$ cat config.mk
export PLATFORM = sky130hd
export DESIGN_NAME = led_sequencer
export DESIGN_NICKNAME = d
export VERILOG_FILES = /design/src/rtl/led_sequencer.sv
export SDC_FILE = /design/constraint.sdc
export NUM_CORES = 1
export LEC_CHECK = 0
export CORE_MARGIN = 2
export CORE_UTILIZATION = 35
export DETAILED_ROUTE_END_ITERATION = 7
export RECOVER_POWER = 25
export SYNTH_ARGS = -nofsm -noshare
export SYNTH_HDL_FRONTEND = slang
export SYNTH_SLANG_ARGS = --single-unit
export TNS_END_PERCENT = 20
$ cat constraint.sdc
create_clock -name clk -period 5 [get_ports clk]
set_clock_uncertainty 0.2 [all_clocks]
set_input_delay 1 -clock clk [delete_from_list [all_inputs] [get_ports clk]]
set_output_delay 1 -clock clk [all_outputs]
set_load 0.02 [all_outputs]
$ cat src/rtl/led_sequencer.sv
// LED colour sequencer: synchronises and debounces a raw push button, then
// steps a colour code through [MIN_CODE..MAX_CODE] in one of four modes
// (continuous, single-step, freeze, ping-pong). It emits a one-cycle wrap
// pulse whenever the code wraps or reverses at a limit.
//
// Handshake: none. Every output is a plain registered level. btn_db and
// colour change only on a rising clk edge. wrap is high for exactly the one
// cycle that follows the edge on which colour wrapped or reversed.
module led_sequencer #(
  parameter int WIDTH    = 3,
  parameter int MIN_CODE = 1,
  parameter int MAX_CODE = 6,
  parameter int DEBOUNCE = 4,
  parameter int STEP_DIV = 2
) (
  input  logic             clk,
  input  logic             rst,
  input  logic             button,
  input  logic             dir,
  input  logic [1:0]       mode,
  output logic [WIDTH-1:0] colour,
  output logic             wrap,
  output logic             btn_db
);

  localparam int DW = (DEBOUNCE > 1) ? $clog2(DEBOUNCE) : 1;
  localparam int PW = (STEP_DIV > 1) ? $clog2(STEP_DIV) : 1;

  localparam logic [DW-1:0]    DB_LAST  = DW'(DEBOUNCE - 1);
  localparam logic [PW-1:0]    PRE_LAST = PW'(STEP_DIV - 1);
  localparam logic [WIDTH-1:0] MIN_C    = WIDTH'(MIN_CODE);
  localparam logic [WIDTH-1:0] MAX_C    = WIDTH'(MAX_CODE);

  localparam logic [1:0] MODE_CONT   = 2'b00;
  localparam logic [1:0] MODE_SINGLE = 2'b01;
  localparam logic [1:0] MODE_FREEZE = 2'b10;
  localparam logic [1:0] MODE_PP     = 2'b11;

  logic             sync1_q, sync2_q;
  logic [DW-1:0]    db_cnt_q, db_cnt_d;
  logic             btn_db_q, btn_db_d;
  logic             btn_db_prev_q;
  logic [PW-1:0]    pre_q, pre_d;
  logic [1:0]       mode_q;
  logic             pp_down_q, pp_down_d;
  logic [WIDTH-1:0] colour_q, colour_d;
  logic             wrap_q, wrap_d;
  logic             step;
  logic             mode_chg;

  // Debounce: btn_db follows the synchronised button only after it has
  // disagreed with btn_db for DEBOUNCE consecutive cycles.
  always_comb begin
    db_cnt_d = '0;
    btn_db_d = btn_db_q;
    if (sync2_q != btn_db_q) begin
      if (db_cnt_q == DB_LAST) begin
        btn_db_d = sync2_q;
      end else begin
        db_cnt_d = db_cnt_q + 1'b1;
      end
    end
  end

  // Step strobe and prescaler. The current mode input takes effect
  // immediately. A mode change also restarts the prescaler.
  always_comb begin
    step     = 1'b0;
    pre_d    = '0;
    mode_chg = (mode != mode_q);
    case (mode)
      MODE_CONT, MODE_PP: begin
        if (btn_db_q) begin
          if (pre_q == PRE_LAST) begin
            step = 1'b1;
          end else begin
            pre_d = pre_q + 1'b1;
          end
        end
      end
      MODE_SINGLE: step = btn_db_q & ~btn_db_prev_q;
      MODE_FREEZE: step = 1'b0;
      default:     step = 1'b0;
    endcase
    if (mode_chg) begin
      pre_d = '0;
    end
  end

  // Colour arithmetic applied on a step. The order of checks matters:
  // out-of-range recovery first, then the degenerate single-code range,
  // then ping-pong reversal, then plain wrap-around counting.
  always_comb begin
    colour_d  = colour_q;
    wrap_d    = 1'b0;
    pp_down_d = pp_down_q;
    if (step) begin
      if ((colour_q < MIN_C) || (colour_q > MAX_C)) begin
        colour_d = MIN_C;
      end else if (MIN_C == MAX_C) begin
        wrap_d = 1'b1;
      end else if (mode == MODE_PP) begin
        if (!pp_down_q) begin
          if (colour_q == MAX_C) begin
            colour_d  = MAX_C - 1'b1;
            pp_down_d = 1'b1;
            wrap_d    = 1'b1;
          end else begin
            colour_d = colour_q + 1'b1;
          end
        end else begin
          if (colour_q == MIN_C) begin
            colour_d  = MIN_C + 1'b1;
            pp_down_d = 1'b0;
            wrap_d    = 1'b1;
          end else begin
            colour_d = colour_q - 1'b1;
          end
        end
      end else if (!dir) begin
        if (colour_q == MAX_C) begin
          colour_d = MIN_C;
          wrap_d   = 1'b1;
        end else begin
          colour_d = colour_q + 1'b1;
        end
      end else begin
        if (colour_q == MIN_C) begin
          colour_d = MAX_C;
          wrap_d   = 1'b1;
        end else begin
          colour_d = colour_q - 1'b1;
        end
      end
    end
  end

  // State registers. The synchronous reset overrides everything else.
  always_ff @(posedge clk) begin
    if (rst) begin
      sync1_q       <= 1'b0;
      sync2_q       <= 1'b0;
      db_cnt_q      <= '0;
      btn_db_q      <= 1'b0;
      btn_db_prev_q <= 1'b0;
      pre_q         <= '0;
      mode_q        <= MODE_CONT;
      pp_down_q     <= 1'b0;
      colour_q      <= MIN_C;
      wrap_q        <= 1'b0;
    end else begin
      sync1_q       <= button;
      sync2_q       <= sync1_q;
      db_cnt_q      <= db_cnt_d;
      btn_db_q      <= btn_db_d;
      btn_db_prev_q <= btn_db_q;
      pre_q         <= pre_d;
      mode_q        <= mode;
      pp_down_q     <= pp_down_d;
      colour_q      <= colour_d;
      wrap_q        <= wrap_d;
    end
  end

  assign colour = colour_q;
  assign wrap   = wrap_q;
  assign btn_db = btn_db_q;

endmodule

==> results of run 1 <==
## kinds of logic (layout without fill, tap and decap cells)
group / count (synthesis) / count (layout) / share of synthesized area, %
buffers and inverters: 8 / 20 / 4.06
AND/OR/NAND/NOR: 29 / 29 / 20.3
XOR/XNOR: 3 / 3 / 3.41
flip-flops: 14 / 14 / 36.4
AO/OA/AOI/OAI: 16 / 16 / 14.4
adder cells (fa/ha/maj): 9 / 9 / 14.6
multiplexers: 4 / 4 / 6.82
## per-stage QoR
| stage | hold WS (ns) | total power (µW) | instance area [µm²] | util, % |
|---|---|---|---|---|
| 2_1_floorplan | 0.197 | 127 | 771 | - |
| 3_3_place_gp | 0.206 | 134 | 896 | 44.3 |
| 3_5_place_dp | 0.211 | 134 | 896 | 44.3 |
| 4_1_cts | 0.227 | 215 | 932 | 46.1 |
| 5_1_grt | 0.241 | 221 | 932 | 46.1 |
| 6_report | 0.221 | 212 | 932 | 46.1 |
## registers in the layout, summed over array words and instances (netlist names)
name and flops:
colour 3, db_cnt_q 2, mode_q 2, btn_db 1, btn_db_prev_q 1, pp_down_q 1
pre_q 1, sync1_q 1, sync2_q 1, wrap 1
## power groups by stage
stage                     sequential, µW  clock [µW]  combinational (µW)
after floorplan                      117           0                10.6
after global placement               117           0                17.2
after detailed placement             117           0                17.6
after CTS                            114        83.5                17.7
after global routing                 114        87.3                19.7
final                                114        81.0                17.4
## area by class of cell
class,count,area (µm²)
clock buffers,4,36.3
fillers,206,1090
inverters,6,22.5
multi-input cells,61,459
flip-flops and latches,14,280
well taps,27,33.8
repair buffers,10,100
## cell usage in the layout, fill, tap and decap left out, drive strengths merged
cell           count
a22oi              1
nand2              4
nand4b             1
mux4               1
a22o               2
dlygate4sd3        1
nor3               1
xnor2              2
mux2i              3
inv                6
a21oi              2
o21ai              4
and2               1
clkbuf             4
nand3              1
o31ai              2
a32oi              1
dfxtp             14
ha                 9
o221ai             1
a21o               1
a211oi             1
nor2b              4
or3                2
xor2               1
o22a               1
clkdlybuf4s50      9
nor2               7
nand2b             6
nand3b             2
## per-layer routing
layer  track usage, %  up-vias  wire length [µm]
met5                0        -                 0
met4             2.70        0                 8
met3             4.39        2                48
met2             21.2        9               653
met1             11.5      276               604
li1                 -      310                 -
## worst max path at each step
stage | start | to | slack, ns | cells after the start
after detailed placement | mode[1] | colour[1] | 1.83 | 6
after global routing | mode[1] | colour[1] | 2.04 | 6
final | mode[1] | colour[1] | 2.12 | 6
after global placement | mode[0] | colour[1] | 1.92 | 6
after floorplan | mode[0] | colour[1] | 2.56 | 5
after CTS | mode[1] | colour[1] | 2.13 | 6
==> impl_metrics.yaml, run 1 <==
status:
  outcome: "complete, no violations"
logic_synthesis:
  synthMostInstantiatedCell: "dfxtp_1"
  syn-instance-count: 83
  avgSynthCellArea_um2: 9.29
  syn_nets: 98
  yosys-top-cells-area: "dfxtp_1, ha_1, nand2b_1"
  yosysWarnings: 0
  ys_ff_latch: 14
  synthArstFlopShare_pct: 0
  yosys-top-cells-count: "dfxtp_1, ha_1, nor2_1"
  synthDistinctLibCells: 30
  synth_seq_area_share_pct: 36.4
  syn_area_um2: 771
  yosysTopAreaCell: "dfxtp_1"
  synth_edf_count: 0
  synth_ff_type: "dfxtp_1"
  yosysTopAreaCellShare_pct: 36.4
hold_path:
  whs_endpoint: "db_cnt_q[0]"
  min-delay-start: "db_cnt_q[0]"
  min_path_cells: 1
  worstHoldPathType: "register to register"
timing:
  slew_violations: 0
  rsz0062_at_grt: "no"
  setup_tns_ns: 0
  max_slew.worst_pin.slew_ns: 0.469
  setup_violations: 0
  period_needed_ns: 2.88
  maxSlewHeadroom_pct: 67.8
  layout_setup_ws_ns: 2.12
  hold_violations: 0
  finalCritPeriodShare_pct: 57.7
  max_freq_mhz: 347
worst_setup_path:
  end_kind: "register"
  r2r_end: "colour[2]"
  r2r-start: "colour[0]"
  crit_slowest_cell: "clkdlybuf4s50_1"
  rr_worst_depth: 6
  critical_path.max_stage_delay_ns: 0.55
  arrival_ns: 2.87
  path_delay_family: "multiplexers"
  cp_data_required_time_ns: 4.98
  r2r_slack_ns: 2.89
  crit_buf_inv: 1
  path_common_cell: "mux2i_1"
  cp_cell_sequence: "clkdlybuf4s50_1, ha_1, mux2i_1, mux2i_1, o221ai_1, a22o_1"
  critical_path_class: "primary input to register"
  crit_fanout: 6
  cp-start-kind: "primary input"
routing:
  vias_per_cell: 4.89
  avgRoutedWirePerCell_um: 10.8
  dr.pass1.iters: 2
  vias: 597
  dr.first_iter.drc_count: 4
  drc: 0
  drt-total-wl_um: 1320
  drtAntennaViolNets: 0
final_layout:
  fin_cells: 122
  diodes: 0
  num-nets-final: 111
  area_growth_pct: 20.9
  drive_above_1_share_pct: 5.26
place:
  dp_slack_ns: 1.83
  port_buffers: 10
  place.gp.congestion: 0.841
  dp_cells: 118
  hpwl_um: 1040
floorplanning:
  num_rows: 16
  die_w_um: 50.9
  pin_count: 11
  initial_core_util_pct: 38.1
  core_area_mm2: 0.00202
  fp.dieArea_mm2: 0.00259
  die_h_um: 50.9
pwr:
  pwr_density_cell_mw_per_mm2: 228
  clkPwrFrac_pct: 38.1
  pwr-share-seq_pct: 53.7
  p_int_uw: 167
  pwr-share-comb_pct: 8.2
  ir_worst_vdd_mv: 0.167
  p_switching_uw: 45.7
  swShare_pct: 21.5
  p_leak_uw: 0.000362
clocking:
  cts_buffer_depth: 2
  cts_tree: "done"
  htreeDepth: 1
  cts_setup_buffers: 0
  postCtsHoldBufs: 0
  clock_latency_ns: 0.28
  cts_resized: 0
  cts_buffers: 3
  cts.sinks: 14
  path_clk_slew_ns: 0.08
  cts-root-buf: "clkbuf_4"
grt:
  antenna_found_initial: 0
  grt_max_degree: 11
  grt_pass1_wl_um: 2190
  overflow: 0
  grt_pass1_vias: 553
  track_usage_pct: 11.3
run:
  maxCapViolCount: 0
Note: power is estimated with default switching activity, not from simulation.
==> run 2: changes to the inputs <==
==> constraint.sdc (replaced) <==
create_clock -name clk -period 2.8 [get_ports clk]
set_clock_uncertainty 0.2 [all_clocks]
set_input_delay 0.56 -clock clk [delete_from_list [all_inputs] [get_ports clk]]
set_output_delay 0.56 -clock clk [all_outputs]
set_load 0.02 [all_outputs]
==> run 2 against run 1 <==
Wire length is 0.68% lower. Register-to-register slack got worse by 2.2 ns. Utilization is 0.31 points lower. Total power grew 62%. Flip-flop and latch count is the same. First-iteration DRC count grew to 2.5 times the previous value. Critical path depth up 1. Critical path type unchanged. Critical endpoint is now colour[0]. Largest power group unchanged.
==> impl_metrics.yaml, run 2 (same netlist as run 1, synthesis figures left out) <==
timing:
  finalCritPeriodShare_pct: 83.2
  period_needed_ns: 2.33
  maxSlewHeadroom_pct: 72.6
  max_freq_mhz: 429
  hold_violations: 0
  slew_violations: 0
  max_slew.worst_pin.slew_ns: 0.408
  setup_tns_ns: 0
  rsz0062_at_grt: "no"
  setup_violations: 0
floorplanning:
  num_rows: 16
  core_area_mm2: 0.00202
  die_h_um: 50.9
  fp.dieArea_mm2: 0.00259
  pin_count: 11
  die_w_um: 50.9
  initial_core_util_pct: 38.1
run:
  maxCapViolCount: 0
pwr:
  p_int_uw: 269
  p_leak_uw: 0.000359
  clkPwrFrac_pct: 31.5
  pwr-share-comb_pct: 9.3
  pwr-share-seq_pct: 59.1
  p_switching_uw: 74.8
  swShare_pct: 21.7
  pwr_density_cell_mw_per_mm2: 372
  ir_worst_vdd_mv: 0.355
worst_setup_path:
  cp-start-kind: "primary input"
  rr_worst_depth: 6
  crit_slowest_cell: "clkdlybuf4s50_1"
  cp_cell_sequence: "clkdlybuf4s50_1, inv_1, ha_1, nand2b_1, a21o_1, nor3_1, a32oi_1"
  cp_num_cells: 7
  arrival_ns: 2.27
  crit_fanout: 4
  critical_path.max_stage_delay_ns: 0.55
  end_kind: "register"
  crit_buf_inv: 2
  path_delay_family: "buffers and inverters"
  cp_data_required_time_ns: 2.74
  critical_path_class: "primary input to register"
routing:
  drt-total-wl_um: 1310
  avgRoutedWirePerCell_um: 10.7
  drtAntennaViolNets: 0
  drc: 0
  dr.first_iter.drc_count: 10
  vias: 609
  vias_per_cell: 4.99
  dr.pass1.iters: 5
final_layout:
  fin_cells: 122
  num-nets-final: 112
  seq_area_um2: 280
  area_growth_pct: 20.1
  drive_above_1_share_pct: 5.26
  nFillCells: 207
  layout_commonest_cell: "dfxtp_1"
  multi_input_area_um2: 459
  largest_reg_flops: 3
  final_cell_mix: "dfxtp_1, ha_1, clkdlybuf4s50_1"
  diodes: 0
clocking:
  cts.sinks: 14
  cts_buffer_depth: 2
  cts_setup_buffers: 0
  cts_tree: "done"
  cts-root-buf: "clkbuf_4"
  cts_buffers: 3
  htreeDepth: 1
  clock_latency_ns: 0.27
  cts_resized: 0
  path_clk_slew_ns: 0.08
  postCtsHoldBufs: 0
place:
  hpwl_um: 991
  dp_cells: 119
  place.gp.congestion: 0.801
  port_buffers: 10
grt:
  grt_pass1_vias: 553
  grt_pass1_wl_um: 2340
  grt_max_degree: 11
  track_usage_pct: 12.0
  antenna_found_initial: 0
  overflow: 0
status:
  outcome: "complete, no violations"
hold_path:
  worstHoldPathType: "register to register"
  min_path_cells: 1
## run 2: cell types whose count changed in the layout (fill, tap and decap cells not counted), sizes merged
cell	before	now
buf	0	1
clkbuf	4	3
## run 2: cell type report
cell class / instances / share of cell area (%)
inverters: 6 / 2.43
flip-flops and latches: 14 / 30.3
clock buffers: 3 / 2.43
well taps: 27 / 3.65
multi-input cells: 61 / 49.6
repair buffers: 11 / 11.6
## run 2: power groups by stage
stage	Combinational, µW	Clock [µW]	Sequential (µW)
6_report	32.1	109	204
3_3_place_gp	32.3	0	208
4_1_cts	32.6	113	204
5_1_grt	36.0	123	204
2_1_floorplan	19.0	0	208
3_5_place_dp	32.4	0	208
## run 2: routing by layer
metal | routed length, µm | vias up | global-route usage (%)
li1 | - | 312 | -
met1 | 627 | 283 | 14.9
met2 | 619 | 12 | 19.0
met3 | 47 | 2 | 4.39
met4 | 12 | 0 | 4.05
met5 | 0 | - | 0
## run 2: path summary, 6_finish.rpt
kind	slack [ns]	end	from
hold / removal	0.23	db_cnt_q[0]	db_cnt_q[0]
setup reg to reg	0.67	colour[2]	colour[0]
hold reg to reg	0.23	db_cnt_q[0]	db_cnt_q[0]
setup / recovery	0.47	colour[0]	mode[1]
## run 2: stage by stage
step / utilization [%] / total power (µW) / setup WS [ns] / hold slack (ns) / instance area (µm²)
detailed placement: 44.7 / 241 / 0.144 / 0.216 / 903
floorplan: - / 227 / 0.676 / 0.197 / 771
global route: 45.8 / 362 / 0.277 / 0.249 / 926
global placement: 44.7 / 241 / 0.187 / 0.209 / 903
finish: 45.8 / 344 / 0.470 / 0.225 / 926
CTS: 45.8 / 350 / 0.435 / 0.227 / 926
